[config.mk]
export PLATFORM = sky130hd
export DESIGN_NAME = conv3x3_mac_acc
export DESIGN_NICKNAME = d
export VERILOG_FILES = /design/src/rtl/conv3x3_mac_acc.sv
export SDC_FILE = /design/constraint.sdc
export NUM_CORES = 2
export LEC_CHECK = 0
export ABC_AREA = 0
export CORE_MARGIN = 4
export CORE_UTILIZATION = 40
export CTS_CLUSTER_DIAMETER = 100
export DETAILED_ROUTE_END_ITERATION = 10
export PLACE_DENSITY_LB_ADDON = 0.15
export SLEW_MARGIN = 10
export SYNTH_ARGS = -nofsm -noshare
export SYNTH_HDL_FRONTEND = slang
export SYNTH_SLANG_ARGS = --single-unit
[constraint.sdc]
create_clock -name iClk -period 6.4 [get_ports iClk]
set_input_delay 1.6 -clock iClk [delete_from_list [all_inputs] [get_ports iClk]]
set_output_delay 1.6 -clock iClk [all_outputs]
set_load 0.1 [all_outputs]
[src/rtl/conv3x3_mac_acc.sv]
// ---------------------------------------------------------------------------
// conv3x3_mac_acc
//
// Multi-channel 3x3 convolution MAC for one output channel. Each input beat
// carries one 3x3 activation window and its matching 3x3 signed weight set for
// one input channel. Beats are accumulated over NUM_IC channels. After the last
// channel the bias is added, and the sum is requantised by a rounding
// arithmetic right shift followed by signed saturation to OUTW bits.
//
// Pipeline: stage 1 = nine products, stage 2 = adder tree, stage 3 =
// accumulate / bias / requantise / output register. oOutValid rises three
// cycles after the last-channel beat is sampled. Full throughput, no bubbles.
//
// Ports:
//   iClk            clock
//   iRsn            asynchronous active-low reset
//   iClear          synchronous abort, discards the partial pixel and beats
//                   in flight; wins over a simultaneous iInValid
//   iInValid        window/weight beat valid
//   iWindowInRow1-3 activation rows, a[r][0] at MSBs, a[r][2] at LSBs
//   iWeight         w00 at [WI-1:0] ascending to w22 at the MSBs
//   iBias           signed bias, sampled on the last-channel beat only
//   oOutValid       one-cycle result strobe
//   oOutData        signed requantised result (holds between strobes)
//   oSatFlag        high with oOutValid when clamping occurred
//   oChIdx          channel index expected on the next beat
//
// Optional build macro: CONV3X3_MAC_ACC_RELU_EN
//   When defined, negative saturated results are forced to zero. oSatFlag
//   still reports only upper/lower clamping. Latency is unchanged.
// ---------------------------------------------------------------------------
module conv3x3_mac_acc #(
    parameter int WI     = 8,
    parameter int NUM_IC = 4,
    parameter int BW     = 32,
    parameter int ACCW   = 32,
    parameter int SHIFT  = 0,
    parameter int OUTW   = 16
) (
    input  logic                  iClk,
    input  logic                  iRsn,
    input  logic                  iClear,
    input  logic                  iInValid,
    input  logic [3*WI-1:0]       iWindowInRow1,
    input  logic [3*WI-1:0]       iWindowInRow2,
    input  logic [3*WI-1:0]       iWindowInRow3,
    input  logic [9*WI-1:0]       iWeight,
    input  logic [BW-1:0]         iBias,
    output logic                  oOutValid,
    output logic [OUTW-1:0]       oOutData,
    output logic                  oSatFlag,
    output logic [((NUM_IC > 1) ? $clog2(NUM_IC) : 1)-1:0] oChIdx
);

    localparam int CIW = (NUM_IC > 1) ? $clog2(NUM_IC) : 1;
    localparam int PW  = 2 * WI;

    // ------------------------------------------------------------------
    // Channel counter
    // ------------------------------------------------------------------
    logic [CIW-1:0] ch_idx_reg;
    logic           is_last;
    logic           beat_ok;

    assign is_last = (ch_idx_reg == CIW'(NUM_IC - 1));
    assign beat_ok = iInValid & ~iClear;

    always_ff @(posedge iClk or negedge iRsn) begin
        if (!iRsn) begin
            ch_idx_reg <= '0;
        end else if (iClear) begin
            ch_idx_reg <= '0;
        end else if (iInValid) begin
            ch_idx_reg <= is_last ? '0 : ch_idx_reg + CIW'(1);
        end
    end

    assign oChIdx = ch_idx_reg;

    // ------------------------------------------------------------------
    // Stage 1: nine signed products
    // ------------------------------------------------------------------
    logic [9*WI-1:0] win_flat;
    logic [9*PW-1:0] prod_flat;

    // Tap k = 3*row + col; a00 ends up at the MSBs of win_flat.
    assign win_flat = {iWindowInRow1, iWindowInRow2, iWindowInRow3};

    for (genvar gi = 0; gi < 9; gi++) begin : g_tap
        logic signed [WI-1:0] a_tap;
        logic signed [WI-1:0] w_tap;
        logic signed [PW-1:0] prod_reg;

        assign a_tap = win_flat[(8-gi)*WI +: WI];
        assign w_tap = iWeight[gi*WI +: WI];

        always_ff @(posedge iClk or negedge iRsn) begin
            if (!iRsn) begin
                prod_reg <= '0;
            end else if (beat_ok) begin
                prod_reg <= PW'(a_tap) * PW'(w_tap);
            end
        end

        assign prod_flat[gi*PW +: PW] = prod_reg;
    end

    logic                 v1_reg;
    logic                 last1_reg;
    logic signed [BW-1:0] bias1_reg;

    always_ff @(posedge iClk or negedge iRsn) begin
        if (!iRsn) begin
            v1_reg    <= 1'b0;
            last1_reg <= 1'b0;
            bias1_reg <= '0;
        end else begin
            v1_reg    <= beat_ok;
            last1_reg <= beat_ok & is_last;
            if (beat_ok && is_last) begin
                bias1_reg <= iBias;
            end
        end
    end

    // ------------------------------------------------------------------
    // Stage 2: sign-extend and sum the nine products
    // ------------------------------------------------------------------
    logic signed [ACCW-1:0] sum_next;

    always_comb begin
        sum_next = '0;
        for (int k = 0; k < 9; k++) begin
            sum_next = sum_next + ACCW'($signed(prod_flat[k*PW +: PW]));
        end
    end

    logic                   v2_reg;
    logic                   last2_reg;
    logic signed [ACCW-1:0] sum2_reg;
    logic signed [BW-1:0]   bias2_reg;

    always_ff @(posedge iClk or negedge iRsn) begin
        if (!iRsn) begin
            v2_reg    <= 1'b0;
            last2_reg <= 1'b0;
            sum2_reg  <= '0;
            bias2_reg <= '0;
        end else begin
            v2_reg    <= v1_reg & ~iClear;
            last2_reg <= last1_reg & ~iClear;
            sum2_reg  <= sum_next;
            bias2_reg <= bias1_reg;
        end
    end

    // ------------------------------------------------------------------
    // Stage 3: accumulate, add bias, requantise
    // ------------------------------------------------------------------
    logic signed [ACCW-1:0] acc_reg;
    logic signed [ACCW-1:0] total_next;
    logic signed [ACCW:0]   total_ext;
    logic signed [ACCW:0]   rnd_next;

    assign total_next = acc_reg + sum2_reg + ACCW'(bias2_reg);
    // One guard bit so the rounding offset cannot wrap before the shift.
    assign total_ext  = (ACCW+1)'(total_next);

    if (SHIFT > 0) begin : g_round
        localparam logic signed [ACCW:0] RND_OFS = (ACCW+1)'(1) <<< (SHIFT - 1);
        assign rnd_next = (total_ext + RND_OFS) >>> SHIFT;
    end else begin : g_noround
        assign rnd_next = total_ext;
    end

    logic            ovf_pos;
    logic            ovf_neg;
    logic [OUTW-1:0] res_next;

    // The value fits in OUTW bits iff every bit above OUTW-2 matches the sign.
    assign ovf_pos = ~rnd_next[ACCW] &  (|rnd_next[ACCW-1:OUTW-1]);
    assign ovf_neg =  rnd_next[ACCW] & ~(&rnd_next[ACCW-1:OUTW-1]);

    always_comb begin
        res_next = rnd_next[OUTW-1:0];
        if (ovf_pos) begin
            res_next = {1'b0, {(OUTW-1){1'b1}}};
        end else if (ovf_neg) begin
            res_next = {1'b1, {(OUTW-1){1'b0}}};
        end
`ifdef CONV3X3_MAC_ACC_RELU_EN
        if (res_next[OUTW-1]) begin
            res_next = '0;
        end
`else
`endif
    end

    logic            out_valid_reg;
    logic [OUTW-1:0] out_data_reg;
    logic            sat_flag_reg;

    always_ff @(posedge iClk or negedge iRsn) begin
        if (!iRsn) begin
            acc_reg       <= '0;
            out_valid_reg <= 1'b0;
            out_data_reg  <= '0;
            sat_flag_reg  <= 1'b0;
        end else if (iClear) begin
            acc_reg       <= '0;
            out_valid_reg <= 1'b0;
            sat_flag_reg  <= 1'b0;
        end else begin
            out_valid_reg <= 1'b0;
            sat_flag_reg  <= 1'b0;
            if (v2_reg) begin
                if (last2_reg) begin
                    // Clearing here lets the next pixel start the very next cycle.
                    acc_reg       <= '0;
                    out_valid_reg <= 1'b1;
                    out_data_reg  <= res_next;
                    sat_flag_reg  <= ovf_pos | ovf_neg;
                end else begin
                    acc_reg <= acc_reg + sum2_reg;
                end
            end
        end
    end

    assign oOutValid = out_valid_reg;
    assign oOutData  = out_data_reg;
    assign oSatFlag  = sat_flag_reg;

endmodule

==> run summary <==
Die X: 317.2 µm
Hold Path Depth: 0
Worst path max stage delay: 0.65 ns
CP Data Arrival Time: 6.39 ns
Total wire length: 92050 µm
Clock Path Buffers: 3
Slowest-stage cell, CP: clkdlybuf4s50_1
Post-detail-place hpwl: 79100 µm
Critical path cell sequence: clkdlybuf4s50_1, nand2_1, fa_1, fa_1, inv_1, fa_1, inv_1, fa_1, inv_1, ha_1, o21ai_0, a21boi_0, o21ai_1, a21boi_0, o21ai_0, a21boi_0, o21ai_0, a21boi_0, o31ai_1
GRT Total Usage: 18.96%
DRC errors left: 0
RSZ-0062 raised after global routing: false
Max-slew violations: 0
DR iter-0 viols: 1210
Clock skew: 0.01937 ns
Slew @ Worst Pin: 1.057 ns
Share of cells above drive strength 1: 9.514%
Overflow after GRT: 0
GPL Wtd Cong: 0.8543
Gate Count Post-Synth: 3988
Syn avg cell area: 9.588 µm²
TritonCTS Buffers: 34
Filler instances: 9097
Number of synthesized flops with an enable pin: 0
#FFs+latches synth: 288
Area leader, netlist: fa_1
Row count: 113
R2R Setup Slk: 0.50 ns
Crit Path Class: primary input to flop
Critical Path End Type: flop
Clk sinks: 288
Initial Util: 40.30%
Endpoints failing setup: 0
Via count: 27.44k
FF-to-FF path depth: 22
Largest cells by area after synthesis: fa_1 (32%), dfrtp_1 (19%), ha_1 (11%), inv_1 (7.7%), and2_1 (5.6%)
Area grow syn2layout: 17.94%
Max reg flops: 144
Synthesized cell area: 38240 µm²
Hold WS: 0.3681 ns
Minimum clock period: 6.005 ns
Initial antenna violation count: 0
Number of detailed-route iterations in the first pass: 5
Utilization after layout: 47.53%
Crit-path max FO: 6
Slew headroom: 29.52%
Worst reg2reg endpoint: oOutData[11]$_DFFE_PN0P_
N_diodes: 0
Final Hold Fails: 0
Buffers added on ports: 199
Placeable core area: 94870 µm²
Worst Hold Path EP: bias2_reg[5]$_DFF_PN0_
Most used flip-flop cell after synthesis: dfrtp_1
Worst path required time: 6.79 ns
Distinct cells, synth: 75
Setup crit start: iWeight[35]
Asr flop ratio synth: 100.0%
Syn nets: 5129
F_max: 166.5 MHz
Ys Warns: 0
Worst R2R Start: sum2_reg[1]$_DFF_PN0_
Post-route cell area: 45100 µm²
Status: completed
Die Area: 100600 µm²
Sequential-to-total area share from yosys stat: 18.85%
Top delay family on crit path: adder cells
Post-CTS Hold Fix Bufs: 0
Drt wl/cell: 16.00 µm
IO Count: 200
Hold wc startpoint: bias1_reg[5]$_DFFE_PN0P_
Worst Setup Start Kind: primary input
WP buf/inv: 4
Max cap viols: 0
Worst-skew pair later-pin latency: 0.54 ns
Htree depth: 2
DP Area: 43850 µm²
Area fraction of the dominant cell type after synthesis: 32.04%
Nets@finish: 5604
Pin count of the biggest net entering global routing: 114
CTS clock-pin slew for the worst setup and hold paths: 0.06 ns
First-pass GRT wire length: 152300 µm
Final period util: 93.83%
Hold WC Path Type: flop to flop
Root buf cell: clkbuf_16
Final ANT Viol Nets: 0
Via/cell ratio: 4.770
Vias in the first global route: 28.88k
CTS tree: done
Die height: 317.2 µm
[repair_timing]
action	CTS	global route
setup endpoints to repair	0	9
resized for setup	0	12
buffers inserted	0	0
[worst register-to-register path, cell delays in order (launching register included)]
cell and delay [ns]:
dfrtp_1 0.41, ha_1 0.32, a211oi_1 0.32, o21a_1 0.21
nor4_1 0.08, or2_2 0.30, a21o_1 0.22, a311oi_1 0.45
o21bai_1 0.11, a21oi_1 0.19, xnor2_1 0.21, ha_1 0.44
a21oi_1 0.24, o21a_1 0.25, nand2_1 0.09, and4bb_1 0.38
nor3_1 0.09, or3_1 0.34, a22oi_1 0.28, nand4_1 0.20
o31ai_4 0.25, buf_4 0.24, a31oi_1 0.12
[how the worst max path moves through the flow]
stage	endpoint	slack, ns	cells after the start
2_1_floorplan	g_tap[5].prod_reg[15]$_DFFE_PN0P_	0.57	19
3_3_place_gp	g_tap[2].prod_reg[14]$_DFFE_PN0P_	-0.23	20
3_5_place_dp	g_tap[2].prod_reg[14]$_DFFE_PN0P_	-0.26	20
4_1_cts	g_tap[2].prod_reg[14]$_DFFE_PN0P_	0.30	20
5_1_grt	g_tap[4].prod_reg[15]$_DFFE_PN0P_	0.002	22
6_report	g_tap[4].prod_reg[14]$_DFFE_PN0P_	0.40	19
[cells in the mapped netlist (all sizes together) (17+ instances only)]
| cell | instances |
|---|---|
| inv | 781 |
| fa | 612 |
| nand2 | 441 |
| ha | 349 |
| and2 | 341 |
| dfrtp | 288 |
| o21ai | 207 |
| xnor2 | 123 |
| a21oi | 105 |
| nor2 | 104 |
| nand2b | 71 |
| a21o | 48 |
| clkbuf | 44 |
| o31ai | 39 |
| xor2 | 39 |
| a21boi | 36 |
| mux2 | 36 |
| a22o | 34 |
| a31oi | 31 |
| nor2b | 24 |
| nand3 | 23 |
| or3 | 19 |
| buf | 18 |
| nor3 | 17 |
[layout by cell type (no fill, tap or decap), types with 36 or more instances in the layout]
| cell type | netlist | final |
|---|---|---|
| a21oi_1 | 105 | 105 |
| nand2_1 | 441 | 441 |
| o21ai_0 | 193 | 186 |
| ha_1 | 349 | 349 |
| xor2_1 | 39 | 39 |
| buf_4 | 2 | 301 |
| nand2b_1 | 71 | 70 |
| and2_1 | 340 | 340 |
| inv_1 | 781 | 780 |
| fa_1 | 612 | 612 |
| dfrtp_1 | 288 | 288 |
| xnor2_1 | 123 | 123 |
| nor2_1 | 104 | 103 |
| a21o_1 | 48 | 48 |
| clkdlybuf4s50_1 | 0 | 197 |
| mux2_2 | 36 | 36 |
| o31ai_1 | 38 | 38 |
[routing by layer]
metal / track usage (%) / routed length (µm)
met1: 26.59 / 42900
met2: 32.14 / 44540
met3: 1.955 / 2783
met4: 3.850 / 1827
met5: 0 / 0
[cell type report]
| type | count | area, µm² | area share, % |
|---|---|---|---|
| Clock buffer | 47 | 1011 | 2.242 |
| Clock inverter | 14 | 234.0 | 0.5188 |
| Inverter | 781 | 2932 | 6.501 |
| Multi-Input combinational cell | 2857 | 27850 | 61.76 |
| Sequential cell | 288 | 7207 | 15.98 |
| Tap cell | 1265 | 1583 | 3.510 |
| Timing Repair Buffer | 501 | 4279 | 9.489 |
[stage by stage]
stage / setup slack [ns] / setup TNS, ns / cells
after floorplan: 0.5680 / 0 / 3988
after global placement: -0.2264 / -1.267 / 5692
after detailed placement: -0.2578 / -2.115 / 5692
after CTS: 0.2956 / 0 / 5753
after global routing: 0.002173 / 0 / 5753
final: 0.3950 / 0 / 5753
[logic make-up (layout without fill, tap and decap cells)]
| kind of cell | Yosys count | in the layout | share of synthesized area [%] |
|---|---|---|---|
| buf+inv | 843 | 1343 | 8.371 |
| flops | 288 | 288 | 18.85 |
| compound gates | 585 | 585 | 9.742 |
| mux | 40 | 40 | 1.165 |
| fa+ha+maj | 961 | 961 | 43.46 |
| simple gates | 1108 | 1108 | 14.64 |
| xor+xnor | 163 | 163 | 3.773 |
Power is left out: the tool's default activity adds up to more than one toggle a clock period on the data nets, which glitch-free logic cannot reach.
